$ cat src/rtl/if_pkg.sv
// Shared types for the instruction-fetch prefetch stage.
// Latency: n/a (types and constants only).
// Backpressure: n/a.
package if_pkg;

    typedef struct packed {
        logic [31:0] pc;
        logic [31:0] inst;
    } fetch_entry_t;

    typedef enum logic [1:0] {
        BOOT  = 2'd0,
        RUN   = 2'd1,
        DRAIN = 2'd2
    } if_state_t;

    localparam logic [31:0] RV_NOP = 32'h0000_0013;

endpackage

$ cat src/rtl/sync_fifo.sv
// Generic synchronous FIFO with flush; head is exposed combinationally.
// Latency: a push is visible at the head on the cycle after it is written.
// Backpressure: push while full is dropped and flagged; pop while empty is ignored; flush wins.
module sync_fifo #(
    parameter int WIDTH = 64,
    parameter int DEPTH = 4
) (
    input  logic                   clk,
    input  logic                   rst_n,
    input  logic                   flush,
    input  logic                   push,
    input  logic [WIDTH-1:0]       push_dat,
    input  logic                   pop,
    output logic [WIDTH-1:0]       pop_dat,
    output logic [$clog2(DEPTH):0] count,
    output logic                   full,
    output logic                   empty
);

    localparam int AW = $clog2(DEPTH);
    localparam logic [AW:0] DEPTH_L = (AW+1)'(DEPTH);

    logic [WIDTH-1:0] mem [DEPTH];
    logic [AW-1:0]    wr_ptr;
    logic [AW-1:0]    rd_ptr;
    logic             do_push;
    logic             do_pop;

    assign full    = (count == DEPTH_L);
    assign empty   = (count == '0);
    assign do_push = push && !flush && !full;
    assign do_pop  = pop && !flush && !empty;
    assign pop_dat = mem[rd_ptr];

    // Storage array; contents are only meaningful between the pointers, so no reset.
    always_ff @(posedge clk) begin
        if (do_push) begin
            mem[wr_ptr] <= push_dat;
        end
    end

    // Pointer and occupancy tracking; pointers wrap naturally since DEPTH is a power of two.
    always_ff @(posedge clk or negedge rst_n) begin
        if (!rst_n) begin
            wr_ptr <= '0;
            rd_ptr <= '0;
            count  <= '0;
        end else if (flush) begin
            wr_ptr <= '0;
            rd_ptr <= '0;
            count  <= '0;
        end else begin
            if (do_push) begin
                wr_ptr <= wr_ptr + AW'(1);
            end
            if (do_pop) begin
                rd_ptr <= rd_ptr + AW'(1);
            end
            case ({do_push, do_pop})
                2'b10:   count <= count + (AW+1)'(1);
                2'b01:   count <= count - (AW+1)'(1);
                default: count <= count;
            endcase
        end
    end

    // Upstream credit accounting must make overflow impossible.
    assert property (@(posedge clk) disable iff (!rst_n) !(push && !flush && full));

endmodule

$ cat src/rtl/if_prefetch.sv
// Sequential instruction prefetcher feeding the core through a small {pc, inst} FIFO.
// Latency: first request one cycle after reset, response to core-visible head is one cycle.
// Backpressure: requests gated by outstanding limit and FIFO credit; redirect flushes and drops stale responses.
// Optional stall counter output enabled by defining IF_PREFETCH_PERF_EN.
module if_prefetch
    import if_pkg::*;
#(
    parameter int          DEPTH           = 4,
    parameter int          MAX_OUTSTANDING = 2,
    parameter logic [31:0] RESET_PC        = 32'h0000_0000
) (
    input  logic        clk,
    input  logic        reset,
    input  logic        redirect_valid,
    input  logic [31:0] redirect_pc,
    output logic        imem_req_valid,
    input  logic        imem_req_ready,
    output logic [31:0] imem_req_addr,
    input  logic        imem_rsp_valid,
    input  logic [31:0] imem_rsp_data,
    output logic        inst_valid,
    input  logic        inst_ready,
    output logic [31:0] inst_data,
    output logic [31:0] inst_pc
`ifdef IF_PREFETCH_PERF_EN
    ,
    output logic [31:0] stall_cycles
`endif
);

    localparam int CW = $clog2(DEPTH) + 1;
    localparam logic [CW-1:0] MAX_L   = CW'(MAX_OUTSTANDING);
    localparam logic [CW:0]   DEPTH_L = (CW+1)'(DEPTH);

    if_state_t    state;
    if_state_t    state_next;
    logic [31:0]  fetch_pc;
    logic [31:0]  rsp_pc;
    logic [31:0]  redir_aligned;
    logic [CW-1:0] outstanding;
    logic [CW-1:0] outstanding_next;
    logic [CW-1:0] drop_cnt;
    logic [CW-1:0] drop_cnt_next;
    logic [CW-1:0] fifo_count;
    logic [CW:0]   credit_used;
    logic          fifo_full;
    logic          fifo_empty;
    logic          req_fire;
    logic          rsp_push;
    logic          pop;
    fetch_entry_t  push_entry;
    fetch_entry_t  head_entry;
    logic [63:0]   head_raw;

    assign redir_aligned = redirect_pc & ~32'h0000_0003;
    assign req_fire      = imem_req_valid && imem_req_ready;
    assign rsp_push      = imem_rsp_valid && (drop_cnt == '0) && !redirect_valid;
    assign pop           = inst_valid && inst_ready && !redirect_valid;
    assign push_entry    = '{pc: rsp_pc, inst: imem_rsp_data};
    assign head_entry    = fetch_entry_t'(head_raw);

    // Entries already queued plus those still coming back that will be kept.
    assign credit_used = {1'b0, fifo_count} + {1'b0, outstanding} - {1'b0, drop_cnt};

    // No request is issued in a redirect cycle, so req_fire is already zero there.
    assign outstanding_next = outstanding + CW'(req_fire) - CW'(imem_rsp_valid);

    // Everything still in flight after a redirect cycle is stale and gets dropped.
    always_comb begin
        drop_cnt_next = drop_cnt;
        if (redirect_valid) begin
            drop_cnt_next = outstanding - CW'(imem_rsp_valid);
        end else if (imem_rsp_valid && (drop_cnt != '0)) begin
            drop_cnt_next = drop_cnt - CW'(1);
        end
    end

    // State register.
    always_ff @(posedge clk or negedge reset) begin
        if (!reset) begin
            state <= BOOT;
        end else begin
            state <= state_next;
        end
    end

    // Next-state and request-offer logic.
    always_comb begin
        state_next     = state;
        imem_req_valid = 1'b0;
        case (state)
            BOOT:    state_next = RUN;
            RUN:     if (redirect_valid && (drop_cnt_next != '0)) state_next = DRAIN;
            DRAIN:   if (drop_cnt_next == '0) state_next = RUN;
            default: state_next = BOOT;
        endcase
        if ((state != BOOT) && !redirect_valid && (outstanding < MAX_L) &&
            (credit_used < DEPTH_L)) begin
            imem_req_valid = 1'b1;
        end
    end

    // Fetch/response PC tracking and in-flight accounting.
    always_ff @(posedge clk or negedge reset) begin
        if (!reset) begin
            fetch_pc    <= RESET_PC;
            rsp_pc      <= RESET_PC;
            outstanding <= '0;
            drop_cnt    <= '0;
        end else begin
            outstanding <= outstanding_next;
            drop_cnt    <= drop_cnt_next;
            if (redirect_valid) begin
                fetch_pc <= redir_aligned;
                rsp_pc   <= redir_aligned;
            end else begin
                if (req_fire) begin
                    fetch_pc <= fetch_pc + 32'd4;
                end
                if (rsp_push) begin
                    rsp_pc <= rsp_pc + 32'd4;
                end
            end
        end
    end

    sync_fifo #(
        .WIDTH ($bits(fetch_entry_t)),
        .DEPTH (DEPTH)
    ) u_fifo (
        .clk      (clk),
        .rst_n    (reset),
        .flush    (redirect_valid),
        .push     (rsp_push),
        .push_dat (push_entry),
        .pop      (pop),
        .pop_dat  (head_raw),
        .count    (fifo_count),
        .full     (fifo_full),
        .empty    (fifo_empty)
    );

    assign imem_req_addr = fetch_pc;
    assign inst_valid    = !fifo_empty;
    assign inst_data     = fifo_empty ? RV_NOP : head_entry.inst;
    // When empty, report the PC the next delivered instruction will carry.
    assign inst_pc       = fifo_empty ? rsp_pc : head_entry.pc;

`ifdef IF_PREFETCH_PERF_EN
    // Cycles where the core wanted an instruction but none was ready.
    always_ff @(posedge clk or negedge reset) begin
        if (!reset) begin
            stall_cycles <= '0;
        end else if (inst_ready && !inst_valid && !redirect_valid && (stall_cycles != 32'hFFFF_FFFF)) begin
            stall_cycles <= stall_cycles + 32'd1;
        end
    end
`endif

endmodule

$ cat config.mk
export PLATFORM = sky130hd
export DESIGN_NAME = if_prefetch
export DESIGN_NICKNAME = d
export VERILOG_FILES = /design/src/rtl/if_pkg.sv /design/src/rtl/sync_fifo.sv /design/src/rtl/if_prefetch.sv
export SDC_FILE = /design/constraint.sdc
export NUM_CORES = 1
export LEC_CHECK = 0
export BUFFER_PORTS_ARGS = -buffer_cell sky130_fd_sc_hd__buf_2
export CAP_MARGIN = 20
export CORE_MARGIN = 2
export CORE_UTILIZATION = 48
export CTS_CLUSTER_SIZE = 25
export DETAILED_ROUTE_END_ITERATION = 10
export PLACE_DENSITY = 0.66
export SLEW_MARGIN = 30
export SYNTH_ARGS = -nofsm -noshare
export SYNTH_HDL_FRONTEND = slang
export SYNTH_SLANG_ARGS = --single-unit
$ cat constraint.sdc
create_clock -name clk -period 7.7 [get_ports clk]
set_input_delay 1.54 -clock clk [delete_from_list [all_inputs] [get_ports clk]]
set_output_delay 1.54 -clock clk [all_outputs]
set_load 0.01 [all_outputs]
==> impl_metrics.json, run 1 <==
{
  "outcome": "complete, no violations",
  "synth_warnings": 0,
  "skew_ns": 0.01608,
  "dpl.hpwl_um": 19410,
  "critPathMaxFanout": 28,
  "start_util_pct": 48.44,
  "clkTransAtPathRegs_ns": 0.06,
  "cts_tree": "built",
  "post-cts-setup-buffer-count": 0,
  "io_buffers": 161,
  "leakagePower_nw": 6.035,
  "synth_area_leaders": "edfxtp_1 (52%), dfrtp_1 (13%), mux4_2 (9.8%)",
  "tns_ns": 0,
  "antenna_found_initial": 0,
  "instances_no_fill": 1553,
  "drv_cap": 0,
  "setup_ws_ns": 3.258,
  "grt_pass1_wl_um": 49340,
  "worst-endpoint-required_ns": 6.16,
  "cts_sinks": 323,
  "globalplace.congestion": 0.8162,
  "ys_seq_area_share_pct": 65.29,
  "grt_overflow": 0,
  "min_path_type": "reg2reg",
  "critical_path_class": "reg2out",
  "viasPerCell": 5.643,
  "cp.arrival_ns": 2.90,
  "wl_per_cell_um": 20.22,
  "clockBufferDepth": 3,
  "dp_slack_ns": 3.477,
  "slew_violations": 0,
  "cts_buffers": 35,
  "dpl_cell_area_sq_um": 15440,
  "die_h_um": 176.5,
  "area_growth_pct": 16.52,
  "setup_viol": 0,
  "netlist_area_sq_um": 14280,
  "grt_pass1_vias": 8750,
  "fin_util_pct": 56.44,
  "report.final.hold_viol_count": 0,
  "drive_gt1_share_pct": 27.94,
  "post-route-period-util_pct": 57.69,
  "synth_top_cell_by_area": "edfxtp_1",
  "hold_buffers": 0,
  "crit_path_top_delay_cell": "dfrtp_4",
  "path_buf_inv": 3,
  "stdcell_area_sq_um": 16640,
  "ys_seq_elements": 323,
  "crit_path_end_kind": "output port",
  "crit_family": "buffers and inverters",
  "drt.antenna.violating_nets": 0,
  "ctsHtreeMaxLevel": 2,
  "rsz0062_at_grt": "false",
  "avgSynthCellArea_sq_um": 14.62,
  "drc": 0,
  "synthCells": 977,
  "synth.most_common_cell": "edfxtp_1",
  "io_pins": 168,
  "routed_wl_um": 31410,
  "grt_usage_pct": 20.40,
  "clock_latency_ns": 0.52,
  "worstPathCellList": "buf_12 > buf_4 > mux4_2 > or2_2 > buf_2",
  "root_buffer": "clkbuf_16",
  "slew_headroom_pct": 37.76,
  "ctsResizeCount": 0,
  "synth_top_area_share_pct": 52.15,
  "coreArea_sq_um": 29480,
  "synth_commonest_cells": "edfxtp_1 (248), nand2_1 (122), dfrtp_1 (75)",
  "drt_iter0_drc": 673,
  "grt_max_degree": 76,
  "synth-main-ff-cell": "edfxtp_1",
  "drt-pass1-iter-count": 5,
  "startpoint_type": "register",
  "antenna_cells": 0,
  "max_freq_mhz": 225.1,
  "synth-edff-count": 248,
  "fillers": 2426,
  "place_inst": 1487,
  "max-vdd-ir-drop_v": 0.0001807,
  "synth-async-reset-ratio_pct": 23.22,
  "dieArea_sq_um": 31150,
  "slowest_delay_ns": 0.65,
  "cellPowerDensity_nw_per_um2": 311.1,
  "die_w_um": 176.5,
  "hold_slack_ns": 0.5526,
  "ys_types": 66,
  "route.vias.total": 8763,
  "placementRows": 63,
  "fin_nets": 1226,
  "min_period_ns": 4.442,
  "worstMarginPinSlew_ns": 0.9302,
  "finalPower_mw": 5.176
}
[metal layers]
layer	part of all wire (%)	track usage [%]	wire, um
met5	0	0	0
met1	46	29.99	14510
met4	1.7	5.303	537
met3	6.6	3.790	2068
met2	45	31.61	14290
[registers in the layout (all words and copies together), names as in the netlist]
signal / count
drop_cnt: 3
imem_req_addr: 30
outstanding: 3
rsp_pc: 30
state: 2
u_fifo.count: 3
u_fifo.mem: 248
u_fifo.rd_ptr: 2
u_fifo.wr_ptr: 2
[power breakdown]
group	switching (mW)	internal, mW
logic	0.783	0.586
registers	0.141	1.98
clock network	0.683	0.999
[worst paths after layout]
kind,start,endpoint,slack (ns),depth (start not counted)
max,u_fifo.rd_ptr[0]$_DFFE_PN0P_,inst_data[4],3.26,5
min,outstanding[0]$_DFF_PN0_,outstanding[0]$_DFF_PN0_,0.55,1
max reg2reg,outstanding[1]$_DFF_PN0_,outstanding[2]$_DFF_PN0_,4.00,15
min reg2reg,outstanding[0]$_DFF_PN0_,outstanding[0]$_DFF_PN0_,0.55,1
max in group asynchronous,reset,u_fifo.rd_ptr[0]$_DFFE_PN0P_,6.08,1
min in group asynchronous,reset,outstanding[1]$_DFF_PN0_,1.06,1
[logic make-up after synthesis]
| logic type | share of synthesized area, % |
|---|---|
| flops | 65.29 |
| simple gates | 12.34 |
| compound gates | 5.468 |
| buf+inv | 2.778 |
| mux | 9.989 |
| xor+xnor | 2.147 |
| fa+ha+maj | 1.963 |
| other cells | 0.02626 |
[final cells by class]
class | instances | area (sq um) | area share (%)
timing repair buffer | 175 | 949.7 | 5.708
inverter | 37 | 138.9 | 0.8347
tap | 390 | 488.0 | 2.933
clock inverter | 20 | 220.2 | 1.324
clock buffer | 44 | 930.9 | 5.595
sequential | 323 | 9329 | 56.07
multi-input combinational | 564 | 4582 | 27.54
[layout by cell type (no fill, tap or decap), types with 7 or more instances in the layout]
master       n
a21oi_1     19
a221o_1      8
a31oi_1      8
and2_1      30
and3_1      12
buf_2      160
buf_4       12
clkbuf_1     8
clkbuf_16   36
dfrtp_1     73
edfxtp_1   248
ha_1        16
inv_1       33
mux4_2      62
nand2_1    122
nand3_1     27
nand4_1     16
nor2_1      24
nor3_1      12
nor3_2       8
nor4_1       7
o21ai_0     29
o21ai_1     13
o31a_1       9
o31ai_1     10
or3_1        9
or4_1       11
xnor2_1     29
Power figures use the tool's default switching activity.
==> inputs of run 2 (changes only) <==
clock period = 4.1 ns   (was 7.7 ns; I/O delays follow)
==> impl_metrics.json, run 2 (synthesized netlist as in run 1, its figures left out) <==
{
  "worstPathCellList": "nor3_2 > clkinv_2 > buf_4 > o21ai_0 > buf_2",
  "clkPwrFrac_pct": 31.5,
  "placementRows": 63,
  "grt_overflow": 0,
  "fillers": 2394,
  "grt_usage_pct": 20.07,
  "path_buf_inv": 3,
  "routed_wl_um": 31150,
  "layout_commonest_cell": "edfxtp_1",
  "start_util_pct": 48.44,
  "die_w_um": 176.5,
  "seq_power_share_pct": 41.6,
  "ctsHtreeMaxLevel": 2,
  "dieArea_sq_um": 31150,
  "fin_util_pct": 56.82,
  "combPwrFrac_pct": 26.9,
  "cts_buffers": 34,
  "critPathMaxFanout": 51,
  "worst-endpoint-required_ns": 3.28,
  "p_int_mw": 6.638,
  "outcome": "complete, no violations",
  "r2r-end": "outstanding[2]$_DFF_PN0_",
  "power_switching_mw": 2.988,
  "min_period_ns": 3.535,
  "drt-pass1-iter-count": 5,
  "max_freq_mhz": 282.9,
  "crit_family": "buffers and inverters",
  "largest_reg_flops": 248,
  "area_growth_pct": 17.31,
  "rsz0062_at_grt": "false",
  "worstMarginPinSlew_ns": 0.8843,
  "dpl_cell_area_sq_um": 15640,
  "r2r-start": "outstanding[1]$_DFF_PN0_",
  "r2r_cells": 14,
  "post-route-period-util_pct": 86.22,
  "worst-r2r-setup-slack_ns": 0.89,
  "swShare_pct": 31.04,
  "crit_path_top_delay_cell": "clkinv_2",
  "regMostFlops": "u_fifo.mem",
  "io_buffers": 161,
  "antenna_found_initial": 0,
  "drv_cap": 0,
  "drc": 0,
  "cts_sinks": 323,
  "cp.arrival_ns": 2.72,
  "max-vdd-ir-drop_v": 0.0003865,
  "globalplace.congestion": 0.8365,
  "ctsResizeCount": 0,
  "grt_pass1_vias": 8611,
  "grt_max_degree": 76,
  "final_cell_mix": "edfxtp_1 (248), buf_2 (160), nand2_1 (122)",
  "critical_path_class": "reg2out",
  "fin_nets": 1236,
  "die_h_um": 176.5,
  "tns_ns": 0,
  "stdcell_area_sq_um": 16750,
  "leakagePower_nw": 6.093,
  "post-cts-setup-buffer-count": 0,
  "clock_latency_ns": 0.52,
  "setup_viol": 0,
  "root_buffer": "clkbuf_16",
  "viasPerCell": 5.602,
  "coreArea_sq_um": 29480,
  "drt_iter0_drc": 709,
  "clkTransAtPathRegs_ns": 0.06,
  "dpl.hpwl_um": 20260,
  "drive_gt1_share_pct": 28.78,
  "clockBufferDepth": 3,
  "slew_headroom_pct": 40.83,
  "crit_path_end_kind": "output port",
  "route.vias.total": 8745,
  "hold_buffers": 0,
  "startpoint_type": "register",
  "grt_pass1_wl_um": 48280,
  "wl_per_cell_um": 19.96,
  "io_pins": 168,
  "slowest_delay_ns": 0.64,
  "antenna_cells": 0,
  "cts_tree": "built",
  "cellPowerDensity_nw_per_um2": 574.6,
  "drt.antenna.violating_nets": 0,
  "slew_violations": 0,
  "report.final.hold_viol_count": 0,
  "min_path_type": "in2async",
  "skew_ns": 0.02274
}
[run 2: changes by cell type in the layout (fill, tap and decap cells not counted), moves of 2 or more]
cell and change:
clkinv_1 +2, clkbuf_8 +2, buf_4 +5, clkinv_2 +2, buf_12 +7, clkbuf_1 -6
[run 2: how the worst max path moves through the flow]
stage	from	depth (start not counted)	end
floorplan	redirect_valid	4	u_fifo.mem[0][0]$_DFFE_PP_
global placement	outstanding[1]$_DFF_PN0_	14	outstanding[2]$_DFF_PN0_
detailed placement	outstanding[1]$_DFF_PN0_	14	outstanding[2]$_DFF_PN0_
CTS	outstanding[1]$_DFF_PN0_	9	imem_req_valid
global route	u_fifo.count[0]$_DFFE_PN0P_	5	inst_pc[22]
finish	u_fifo.count[0]$_DFFE_PN0P_	5	inst_pc[31]
[run 2: power groups by stage]
stage / combinational, mW / clock, mW / sequential, mW
finish: 2.59 / 3.03 / 4.01
global route: 2.86 / 3.23 / 4.04
CTS: 2.64 / 3.10 / 4.01
detailed placement: 2.63 / 0 / 4.07
global placement: 2.60 / 0 / 4.06
floorplan: 1.70 / 0 / 3.96
[run 2: routing by layer]
metal	up-vias	GRT usage (%)	routed length, um
met5	-	0	0
met4	0	4.855	578
met3	49	3.854	2244
met2	293	31.33	14520
met1	4365	29.35	13810
li1	4038	-	-
[run 2: metrics by stage]
stage	std cells	hold slack (ns)	setup WS, ns	power, mW
floorplan	980	0.4760	0.5304	5.658
global placement	1500	0.5033	0.8761	6.661
detailed placement	1500	0.5153	0.8774	6.698
CTS	1561	0.3695	0.5396	9.745
global route	1561	0.4039	0.3383	10.13
finish	1561	0.3466	0.5650	9.626
[run 2: cell type report]
cell class / count / area [sq um] / area share (%)
tap: 390 / 488.0 / 2.913
inverter: 37 / 140.1 / 0.8366
clock buffer: 39 / 910.9 / 5.438
sequential: 323 / 9329 / 55.69
clock inverter: 22 / 202.7 / 1.210
multi-input combinational: 564 / 4581 / 27.35
timing repair buffer: 186 / 1100 / 6.566
==> inputs of run 3 (changes only) <==
ABC_AREA = 1   (was not set)
CTS_BUF_LIST = sky130_fd_sc_hd__clkbuf_16   (was not set)
PLACE_DENSITY = 0.65   (was 0.66)
==> impl_metrics.json, run 3 <==
{
  "outcome": "complete, no violations",
  "io_pins": 168,
  "tns_ns": 0,
  "dpl.hpwl_um": 24070,
  "r2r_cells": 13,
  "startpoint_type": "register",
  "max_freq_mhz": 278.7,
  "synth_warnings": 0,
  "synth.most_common_cell": "nand2_1",
  "synthCells": 1557,
  "slew_violations": 0,
  "finalPower_mw": 10.26,
  "ys_types": 39,
  "cts_tree": "built",
  "cts_buffers": 36,
  "largest_reg_flops": 248,
  "critPathMaxFanout": 60,
  "grt_pass1_wl_um": 59970,
  "setup_viol": 0,
  "grt_usage_pct": 23.10,
  "fin_util_pct": 56.84,
  "leakagePower_nw": 6.953,
  "avgSynthCellArea_sq_um": 9.643,
  "die_h_um": 180.9,
  "regMostFlops": "u_fifo.mem",
  "wl_per_cell_um": 17.72,
  "io_buffers": 161,
  "synth_top_area_share_pct": 49.60,
  "post-route-period-util_pct": 87.51,
  "drive_gt1_share_pct": 14.60,
  "drt_iter0_drc": 896,
  "placementRows": 64,
  "viasPerCell": 5.408,
  "worstMarginPinSlew_ns": 0.8493,
  "area_growth_pct": 16.11,
  "r2r-start": "drop_cnt[2]$_DFF_PN0_",
  "synth_commonest_cells": "nand2_1 (322), nor2_1 (298), edfxtp_1 (248)",
  "grt_overflow": 0,
  "drt.antenna.violating_nets": 0,
  "worst-r2r-setup-slack_ns": 1.06,
  "crit_path_end_kind": "output port",
  "ys_seq_elements": 323,
  "route.vias.total": 11510,
  "cp.arrival_ns": 2.77,
  "drv_cap": 0,
  "final_cell_mix": "nand2_1 (321), nor2_1 (294), edfxtp_1 (248)",
  "ys_seq_area_share_pct": 62.10,
  "synth_area_leaders": "edfxtp_1 (50%), dfrtp_1 (13%), nand2_1 (8.1%)",
  "hold_buffers": 0,
  "dpl_cell_area_sq_um": 16260,
  "drt-pass1-iter-count": 5,
  "globalplace.congestion": 0.8990,
  "antenna_cells": 0,
  "cts_sinks": 323,
  "report.final.hold_viol_count": 0,
  "clockBufferDepth": 3,
  "post-cts-setup-buffer-count": 0,
  "instances_no_fill": 2129,
  "r2r-end": "outstanding[2]$_DFF_PN0_",
  "root_buffer": "clkbuf_16",
  "routed_wl_um": 37730,
  "min_path_type": "in2async",
  "fin_nets": 1796,
  "dieArea_sq_um": 32710,
  "clock_latency_ns": 0.53,
  "min_period_ns": 3.588,
  "die_w_um": 180.9,
  "stdcell_area_sq_um": 17430,
  "ctsResizeCount": 0,
  "skew_ns": 0.01666,
  "layout_commonest_cell": "nand2_1",
  "rsz0062_at_grt": "false",
  "antenna_found_initial": 0,
  "place_inst": 2064,
  "synth_top_cell_by_area": "edfxtp_1",
  "critical_path_class": "reg2out",
  "worst-endpoint-required_ns": 3.28,
  "slew_headroom_pct": 43.30,
  "max-vdd-ir-drop_v": 0.0004166,
  "cellPowerDensity_nw_per_um2": 588.6,
  "synth-main-ff-cell": "edfxtp_1",
  "clkTransAtPathRegs_ns": 0.06,
  "netlist_area_sq_um": 15010,
  "grt_pass1_vias": 10990,
  "ctsHtreeMaxLevel": 2,
  "drc": 0,
  "synth-async-reset-ratio_pct": 23.22,
  "start_util_pct": 48.96,
  "grt_max_degree": 91,
  "synth-edff-count": 248,
  "coreArea_sq_um": 30670
}
[run 3: report_power, final]
group	internal [mW]	switching [mW]
logic	1.01	1.94
registers	3.79	0.331
clock network	1.87	1.32
total	6.67	3.59
[run 3: cell families (layout without fill, tap and decap cells)]
kind of cell / after synthesis / in the layout / synth area share [%]
and+or+nand+nor: 737 / 737 / 19.81
DFF: 323 / 323 / 62.10
AOI/OAI and AO/OA: 266 / 266 / 9.467
buffers and inverters: 180 / 353 / 4.983
xor gates and xnor gates: 30 / 30 / 1.750
adders and majority gates: 20 / 20 / 1.867
other: 1 / 4 / 0.02498
[run 3: worst max-delay path by stage]
stage                                       from                     endpoint  slack [ns]  cells past startpoint
CTS                 u_fifo.rd_ptr[0]$_DFFE_PN0P_                 inst_data[7]        0.50                      6
global placement                  imem_rsp_valid   u_fifo.mem[1][1]$_DFFE_PP_        0.94                      7
detailed placement                imem_rsp_valid  u_fifo.count[2]$_DFFE_PN0P_        0.90                     12
floorplan                         imem_rsp_valid   u_fifo.mem[0][0]$_DFFE_PP_       -0.19                      4
finish              u_fifo.rd_ptr[0]$_DFFE_PN0P_                 inst_data[7]        0.51                      6
global route        u_fifo.rd_ptr[0]$_DFFE_PN0P_                inst_data[12]        0.37                      6
[run 3: layout make-up]
cell class / instances / area, sq um
Sequential cell: 323 / 9329
Timing Repair Buffer: 180 / 1042
Fill cell: 2652 / 13240
Multi-Input combinational cell: 1057 / 4986
Clock inverter: 29 / 269.0
Inverter: 108 / 410.4
Clock buffer: 36 / 900.9
Tap cell: 396 / 495.5
[run 3: layer usage]
layer	vias up	global-route usage [%]	routed length, um
met5	-	0	0
met4	0	6.581	939
met3	61	3.487	2419
met2	405	37.55	17790
met1	5490	32.41	16580
li1	5558	-	-
[run 3: stage by stage]
step | hold WS, ns | worst slack (ns)
4_1_cts | 0.3639 | 0.5010
2_1_floorplan | 0.5010 | -0.1918
6_report | 0.2953 | 0.5123
3_3_place_gp | 0.5272 | 0.9370
5_1_grt | 0.3938 | 0.3692
3_5_place_dp | 0.5372 | 0.8983
[run 3: critical path, cell delays in order, from the launching register on]
cell	delay [ns]
dfrtp_4	0.65
inv_2	0.34
buf_12	0.29
buf_4	0.37
o21ai_0	0.15
a21oi_1	0.21
buf_2	0.16
